===== config.mk =====
export PLATFORM = sky130hd
export DESIGN_NAME = tdm_demux_1to4
export DESIGN_NICKNAME = d
export VERILOG_FILES = /design/src/rtl/tdm_demux_1to4_pkg.sv /design/src/rtl/tdm_slot_ctr.sv /design/src/rtl/tdm_demux_1to4.sv
export SDC_FILE = /design/constraint.sdc
export NUM_CORES = 1
export LEC_CHECK = 0
export ABC_CLOCK_PERIOD_IN_PS = 1550
export CAP_MARGIN = 20
export CORE_ASPECT_RATIO = 1.75
export CORE_MARGIN = 3
export CORE_UTILIZATION = 32
export CTS_CLUSTER_SIZE = 14
export DETAILED_ROUTE_END_ITERATION = 6
export GPL_TIMING_DRIVEN = 0
export SYNTH_ARGS = -nofsm -noshare
export SYNTH_HDL_FRONTEND = slang
export SYNTH_HIERARCHICAL = 1
export SYNTH_SLANG_ARGS = --single-unit

===== constraint.sdc =====
create_clock -name clk_in -period 1.55 [get_ports clk_in]
set_input_delay 0.155 -clock clk_in [delete_from_list [all_inputs] [get_ports clk_in]]
set_output_delay 0.155 -clock clk_in [all_outputs]
set_load 0.02 [all_outputs]

===== src/rtl/tdm_demux_1to4_pkg.sv =====
// Shared types and constants for the 1:4 TDM demultiplexer.
// Frame alignment states and slot geometry are kept here so the counter and top agree.
package tdm_pkg;

   typedef enum logic {
      HUNT   = 1'b0,
      LOCKED = 1'b1
   } state_t;

   localparam int NUM_SLOTS     = 4;
   localparam int SLOT_W        = 2;
   localparam int ERR_W_DEFAULT = 8;

   // The last slot of a frame is the one whose sample completes the output word.
   function automatic logic is_last_slot(input logic [SLOT_W-1:0] slot);
      return slot == SLOT_W'(NUM_SLOTS - 1);
   endfunction

endpackage


===== src/rtl/tdm_slot_ctr.sv =====
// Slot index counter for the TDM demux: clear wins over load-one, which wins over increment.
// The count doubles as the lane index for the next accepted sample.
module tdm_slot_ctr
   import tdm_pkg::*;
(
   input  logic              clk,
   input  logic              rst_n,
   input  logic              clear,
   input  logic              load_one,
   input  logic              inc,
   output logic [SLOT_W-1:0] slot
);

   always_ff @(posedge clk) begin
      if (!rst_n || clear) begin
         slot <= '0;
      end else if (load_one) begin
         slot <= SLOT_W'(1);
      end else if (inc) begin
         slot <= slot + SLOT_W'(1);
      end
   end

endmodule


===== src/rtl/tdm_demux_1to4.sv =====
// Four-channel TDM demultiplexer: recovers frame alignment from the sync marker,
// collects slots into a shadow word and publishes complete frames with a valid strobe.
module tdm_demux_1to4
   import tdm_pkg::*;
#(
   parameter int DW    = 1,
   parameter int ERR_W = ERR_W_DEFAULT
) (
   input  logic              clk_in,
   input  logic              rst_n_in,
   input  logic [DW-1:0]     d_in,
   input  logic              valid_in,
   input  logic              frame_sync_in,
   output logic [4*DW-1:0]   y_out,
   output logic              y_valid_out,
   output logic [1:0]        sel_out,
   output logic              locked_out,
   output logic              sync_err_out,
   output logic [ERR_W-1:0]  err_cnt_out
);

   state_t            state;
   logic [SLOT_W-1:0] slot;
   logic [4*DW-1:0]   shadow;
   logic              early_sync;
   logic              missing_sync;
   logic              accept;

   // Classify the current sample against the expected frame position.
   always_comb begin
      early_sync   = valid_in && (state == LOCKED) && frame_sync_in && (slot != '0);
      missing_sync = valid_in && (state == LOCKED) && !frame_sync_in && (slot == '0);
      accept       = valid_in && (state == LOCKED) && !early_sync && !missing_sync;
   end

   tdm_slot_ctr u_slot_ctr (
      .clk      (clk_in),
      .rst_n    (rst_n_in),
      .clear    (missing_sync),
      .load_one (valid_in && frame_sync_in),
      .inc      (accept),
      .slot     (slot)
   );

   always_ff @(posedge clk_in) begin
      if (!rst_n_in) begin
         state       <= HUNT;
         shadow      <= '0;
         y_out       <= '0;
         y_valid_out <= 1'b0;
      end else begin
         y_valid_out <= 1'b0;
         if (valid_in) begin
            case (state)
               HUNT: begin
                  if (frame_sync_in) begin
                     shadow <= {{(3*DW){1'b0}}, d_in};
                     state  <= LOCKED;
                  end
               end
               LOCKED: begin
                  if (early_sync) begin
                     // The partial frame is dropped; this sample starts a fresh one.
                     shadow <= {{(3*DW){1'b0}}, d_in};
                  end else if (missing_sync) begin
                     state <= HUNT;
                  end else begin
                     for (int k = 0; k < NUM_SLOTS; k++) begin
                        if (slot == SLOT_W'(k)) begin
                           shadow[k*DW +: DW] <= d_in;
                        end
                     end
                     if (is_last_slot(slot)) begin
                        y_out       <= {d_in, shadow[3*DW-1:0]};
                        y_valid_out <= 1'b1;
                     end
                  end
               end
            endcase
         end
      end
   end

   // Saturating error counter; it only returns to zero through reset.
   always_ff @(posedge clk_in) begin
      if (!rst_n_in) begin
         sync_err_out <= 1'b0;
         err_cnt_out  <= '0;
      end else begin
         sync_err_out <= early_sync || missing_sync;
         if ((early_sync || missing_sync) && (err_cnt_out != '1)) begin
            err_cnt_out <= err_cnt_out + ERR_W'(1);
         end
      end
   end

   assign sel_out    = slot;
   assign locked_out = (state == LOCKED);

endmodule


* After elaboration in Yosys (flattened, before gate mapping)
Cells that the tools add are included.
Word-level totals: flip-flop bits (word level) 20, input bits 5, output and inout bits 17, word-level logic and storage cells 64
Operators by class: add/sub/neg operators 2, equality and inequality tests 9, multiplexer cells 14, bitwise logic cells 5, reduce and logical (&&, ||, !) cells 24
Operators by type and width (number):
- $reduce_and 4->1 | 3
- $logic_and 1x1->1 | 9
- $mux 1 | 9
- $mux 3 | 3
- $ne 3x1->1 const B | 3
- $add 8x1->8 const B | 1
- $ne 8x8->1 const B | 1
- $pmux 3 s2 | 1
- $not 1->1 | 5
- $reduce_and 5->1 | 1
- $reduce_or 5->1 | 1
- $eq 2x2->1 const B | 2
- $logic_not 1->1 | 4
- $reduce_bool 2->1 | 2
- $ne 3x3->1 const B | 1
- $add 2x1->2 const B | 1
- $eq 2x1->1 const B | 1
- $logic_not 2->1 | 1
- $logic_or 1x1->1 | 2
- $ne 2x2->1 const B | 1
- $pmux 1 s2 | 1
- $reduce_or 2->1 | 1

* Depth between registers and ports, before layout
word-level depth 8, depth in mapped cells 6, mapped depth without buffers 5

* Hierarchy
Netlist, hierarchy kept.
Modules (own cells, without submodules):
- tdm_demux_1to4 | instances 1, cells each 99, area each 887.1 µm², sequential area each 360.3 µm²
- tdm_slot_ctr | instances 1, cells each 9, area each 96.3 µm², sequential area each 40.0 µm²

* Worst setup path before layout
Ideal clock, no wire load.
kind register -> register, start reg u_slot_ctr.slot[0], end reg u_slot_ctr.slot[1], library setup time 0.103 ns, data arrival time 1.662 ns, required time 1.447 ns, path slack -0.215 ns, stages on the path, launching flop included 6, buffers on the path 0, period minus slack after synthesis 1.765 ns, cells stage by stage dfxtp_1 > o21ai_1 > a21oi_1 > nor2_1 > nand3b_1 > a2111oi_2
Between the ends: word-level cells in the longest chain between the ends 5, elaborated cells between the ends (all ways) 11, those cells by class 1 x add/sub; 10 x reduce/logical
Ends and longest elaborated chain:
- start, declared | line tdm_slot_ctr.sv:11 | output logic [SLOT_W-1:0] slot
- start signal, assigned | line tdm_slot_ctr.sv:20 | slot <= slot + SLOT_W'(1);
- $reduce_bool 2->1 | line tdm_demux_1to4.sv:31 | early_sync = valid_in && (state == LOCKED) && frame_sync_in && (slot != '0);
- $logic_and 1x1->1 | line tdm_demux_1to4.sv:31
- $logic_not 1->1 | line tdm_demux_1to4.sv:33 | accept = valid_in && (state == LOCKED) && !early_sync && !missing_sync;
- $logic_and 1x1->1 | line tdm_demux_1to4.sv:33
- $logic_and 1x1->1 (*) | line tdm_demux_1to4.sv:33
- via accept | line tdm_demux_1to4.sv:27 | logic accept;
The timed path passes the listed nets; every way through them passes the cells marked *. A chain may end at the register's enable or synchronous reset.

* Final worst setup path
start reg u_slot_ctr.slot[0], end reg err_cnt_out[7]
Between the ends: word-level cells in the longest chain between the ends 4, elaborated cells between the ends (all ways) 6, those cells by class 6 x reduce/logical
Ends and longest elaborated chain:
- $reduce_bool 2->1 or $logic_not 2->1 (tied branches) | line tdm_demux_1to4.sv:31, tdm_demux_1to4.sv:32
- $logic_and 1x1->1, on equally long branches | line tdm_demux_1to4.sv:31, tdm_demux_1to4.sv:32
- $logic_or 1x1->1 (*) | line tdm_demux_1to4.sv:91 | if ((early_sync || missing_sync) && (err_cnt_out != '1)) begin
- $logic_and 1x1->1 (*) | line tdm_demux_1to4.sv:91
- end signal, assigned | line tdm_demux_1to4.sv:92 | err_cnt_out <= err_cnt_out + ERR_W'(1);
- end, declared | line tdm_demux_1to4.sv:19 | output logic [ERR_W-1:0] err_cnt_out
Mark *: on every way between the ends. The rest lies on a longest branch, timed or not.

==> qor.yml <==
cts_max_level: 1
fillers: 277
worstSkewPairLatency_ns: 0.26
num_antenna_cells: 0
synth_cell_types: 31
routed_wl_mm: 2.350
max_cap_viol_count: 0
grt_overflow_total: 0
grt_setup_unrepaired: "true"
setup_viol: 6
num_rows: 26
drv_slew: 0
final_core_util_pct: 47.27
crit_type: "reg2reg"
fp.dieW_um: 47.91
ir_drop_uv: 423.9
cp_cell_sequence: "or3_4, a2111oi_2, nand3b_1, o211a_1"
synth_edf_count: 0
root_buffer: "clkbuf_8"
wl_per_cell_um: 14.24
hold_end: "shadow[2]$_SDFFE_PN0P_"
worstHoldStart: "valid_in"
crit_slowest_cell: "a2111oi_2"
placed_cell_area_mm2: 0.001241
synthArstFlopShare_pct: 0
synth_area_um2: 983.4
fin_ws_ns: -0.08538
timing.rr.start: "u_slot_ctr/slot[0]$_SDFFE_PP0P_"
drc: 0
place.port_buffers: 20
final.min_clock_period_ns: 1.635
start_util_pct: 33.59
postRouteAntennaNets: 0
reg2reg_depth: 4
io_pins: 22
violations: "setup timing"
dr.pass1.iters: 4
path_max_fanout: 5
period_share_pct: 105.5
grt_pass1_vias: 877
rr_endpoint: "err_cnt_out[7]$_SDFFE_PN0P_"
grt_usage_pct: 13.68
synth_ff_type: "dfxtp_1"
ys_warn_count: 6
hold_buffers: 0
fin_area_mm2: 0.001384
syn_avg_cell_area_um2: 9.106
antenna_found_initial: 0
num_vias: 903
ys_seq_area_share_pct: 40.71
post-dp-hpwl_mm: 1.664
synthCells: 108
gp_congestion: 0.8220
ys_top_cells_by_area: "dfxtp_1 (41%), mux2i_1 (10%), nand2_1 (5.3%)"
power.leakage_nw: 0.5394
syn_to_final_growth_pct: 40.71
grt_pass1_wl_mm: 3.788
slowest_delay_ns: 0.49
synth.most_common_cell: "dfxtp_1"
cp-end-kind: "register"
cp.arrival_ns: 1.79
via_per_inst: 5.473
fmax_mhz: 611.5
hold_depth: 3
startpoint_type: "register"
ys_top_cells_by_count: "dfxtp_1 (20), nand2_1 (14), mux2i_1 (10)"
drive_gt1_share_pct: 16.06
numCtsBuffers: 3
tightestPinTransition_ns: 0.5870
synth_top_area_share_pct: 40.71
maxSlewHeadroom_pct: 60.51
cts_tree: "built"
synth_top_area_cell: "dfxtp_1"
clock_skew_ns: 0.0008869
required_ns: 1.71
holdWs_ns: 0.3227
grt_start_max_net_pins: 13
clk_pin_slew_ns: 0.08
coreArea_mm2: 0.002928
hold_path.class: "in2reg"
fp.dieArea_mm2: 0.003801
ctsLongestPathBuffers: 2
hold_viol_final: 0
clkSinkCount: 20
r2r_slack_ns: -0.09
synth-seq-cells: 20
power_density_mw_per_mm2: 800.4
dieHeight_um: 79.34
synth_nets: 114
outcome: "finished, violations left"
layout.nets: 144
drtIter0Drc: 17
[power breakdown]
| part | switching [mW] | internal (mW) | leakage (nW) |
|---|---|---|---|
| registers | 0.00945 | 0.520 | 0.163 |
| logic | 0.0696 | 0.0485 | 0.342 |
| clock network | 0.180 | 0.280 | 0.0339 |
| total | 0.260 | 0.848 | 0.539 |
[through the flow]
stage | setup WS, ns | std cells | total power, mW | setup TNS, ns
after global routing | -0.1078 | 165 | 1.146 | -0.6081
after CTS | -0.07639 | 164 | 1.108 | -0.1804
after global placement | -0.4981 | 156 | 0.6422 | -4.811
after floorplan | -0.01589 | 108 | 0.6079 | -0.01589
after detailed placement | -0.5427 | 156 | 0.6448 | -5.196
final | -0.08538 | 165 | 1.108 | -0.2852
[critical path, delay by kind of cell (launching register included)]
kind | cells | cell delay [ns]
AND/OR/NAND/NOR | 2 | 0.55
AO/OA/AOI/OAI | 2 | 0.63
flip-flops | 1 | 0.36
[layer usage]
layer	part of all wire (%)	global-route usage, %
met1	42	15.30
met5	0	0
met4	3.7	8.356
met3	4.7	2.494
met2	50	22.28
[cell type report]
type | instances | area (um^2) | area share, %
multi-input cells | 77 | 588.1 | 42.50
flip-flops and latches | 20 | 409.1 | 29.57
repair buffers | 25 | 244.0 | 17.63
clock buffers | 4 | 66.31 | 4.792
well taps | 28 | 35.03 | 2.532
inverters | 8 | 30.03 | 2.170
plain buffers | 3 | 11.26 | 0.8137
[how the worst max path moves through the flow]
stage	from	end	slack [ns]	cells past startpoint
after global placement	frame_sync_in	err_cnt_out[7]$_SDFFE_PN0P_	-0.50	5
final	u_slot_ctr/slot[0]$_SDFFE_PP0P_	err_cnt_out[7]$_SDFFE_PN0P_	-0.09	4
after floorplan	u_slot_ctr/slot[0]$_SDFFE_PP0P_	u_slot_ctr/slot[1]$_SDFFE_PP0P_	-0.02	5
after CTS	u_slot_ctr/slot[1]$_SDFFE_PP0P_	u_slot_ctr/slot[1]$_SDFFE_PP0P_	-0.08	5
after global routing	u_slot_ctr/slot[0]$_SDFFE_PP0P_	u_slot_ctr/slot[1]$_SDFFE_PP0P_	-0.11	5
after detailed placement	frame_sync_in	u_slot_ctr/slot[1]$_SDFFE_PP0P_	-0.54	6
[registers in the layout, indices dropped and copies added, names as in the netlist]
signal	flops
err_cnt_out	8
y_out	4
shadow	3
u_slot_ctr/slot	2
locked_out	1
sync_err_out	1
y_valid_out	1
[repair_timing]
| action | in CTS | in global routing |
|---|---|---|
| endpoints found under the setup margin | 15 | 15 |
| gates resized for setup | 4 | 7 |
| setup buffers | 4 | 1 |
| pin swaps | 2 | 2 |
[kinds of logic after synthesis]
logic type	after synthesis	synth area share (%)
fa+ha+maj	1	1.272
xor+xnor	1	0.8907
flops	20	40.71
buf+inv	11	4.199
mux	10	10.18
simple gates	39	19.97
compound gates	26	22.77
[layout by cell type (no fill, tap or decap), types with 2 or more instances in the layout]
cell type,n
a211oi_1,2
nand2b_1,3
o21ai_0,3
dfxtp_4,2
nand3b_1,4
inv_1,8
nor4_1,2
a21oi_1,5
buf_4,4
clkbuf_1,3
dlymetal6s2s_1,2
clkbuf_8,3
nand2_1,13
dfxtp_1,17
nor2_1,8
dlygate4sd2_1,2
clkdlybuf4s50_1,16
o211a_1,3
a2111oi_4,2
nand3_1,3
mux2i_1,10
(Power assumes the default switching activity.)
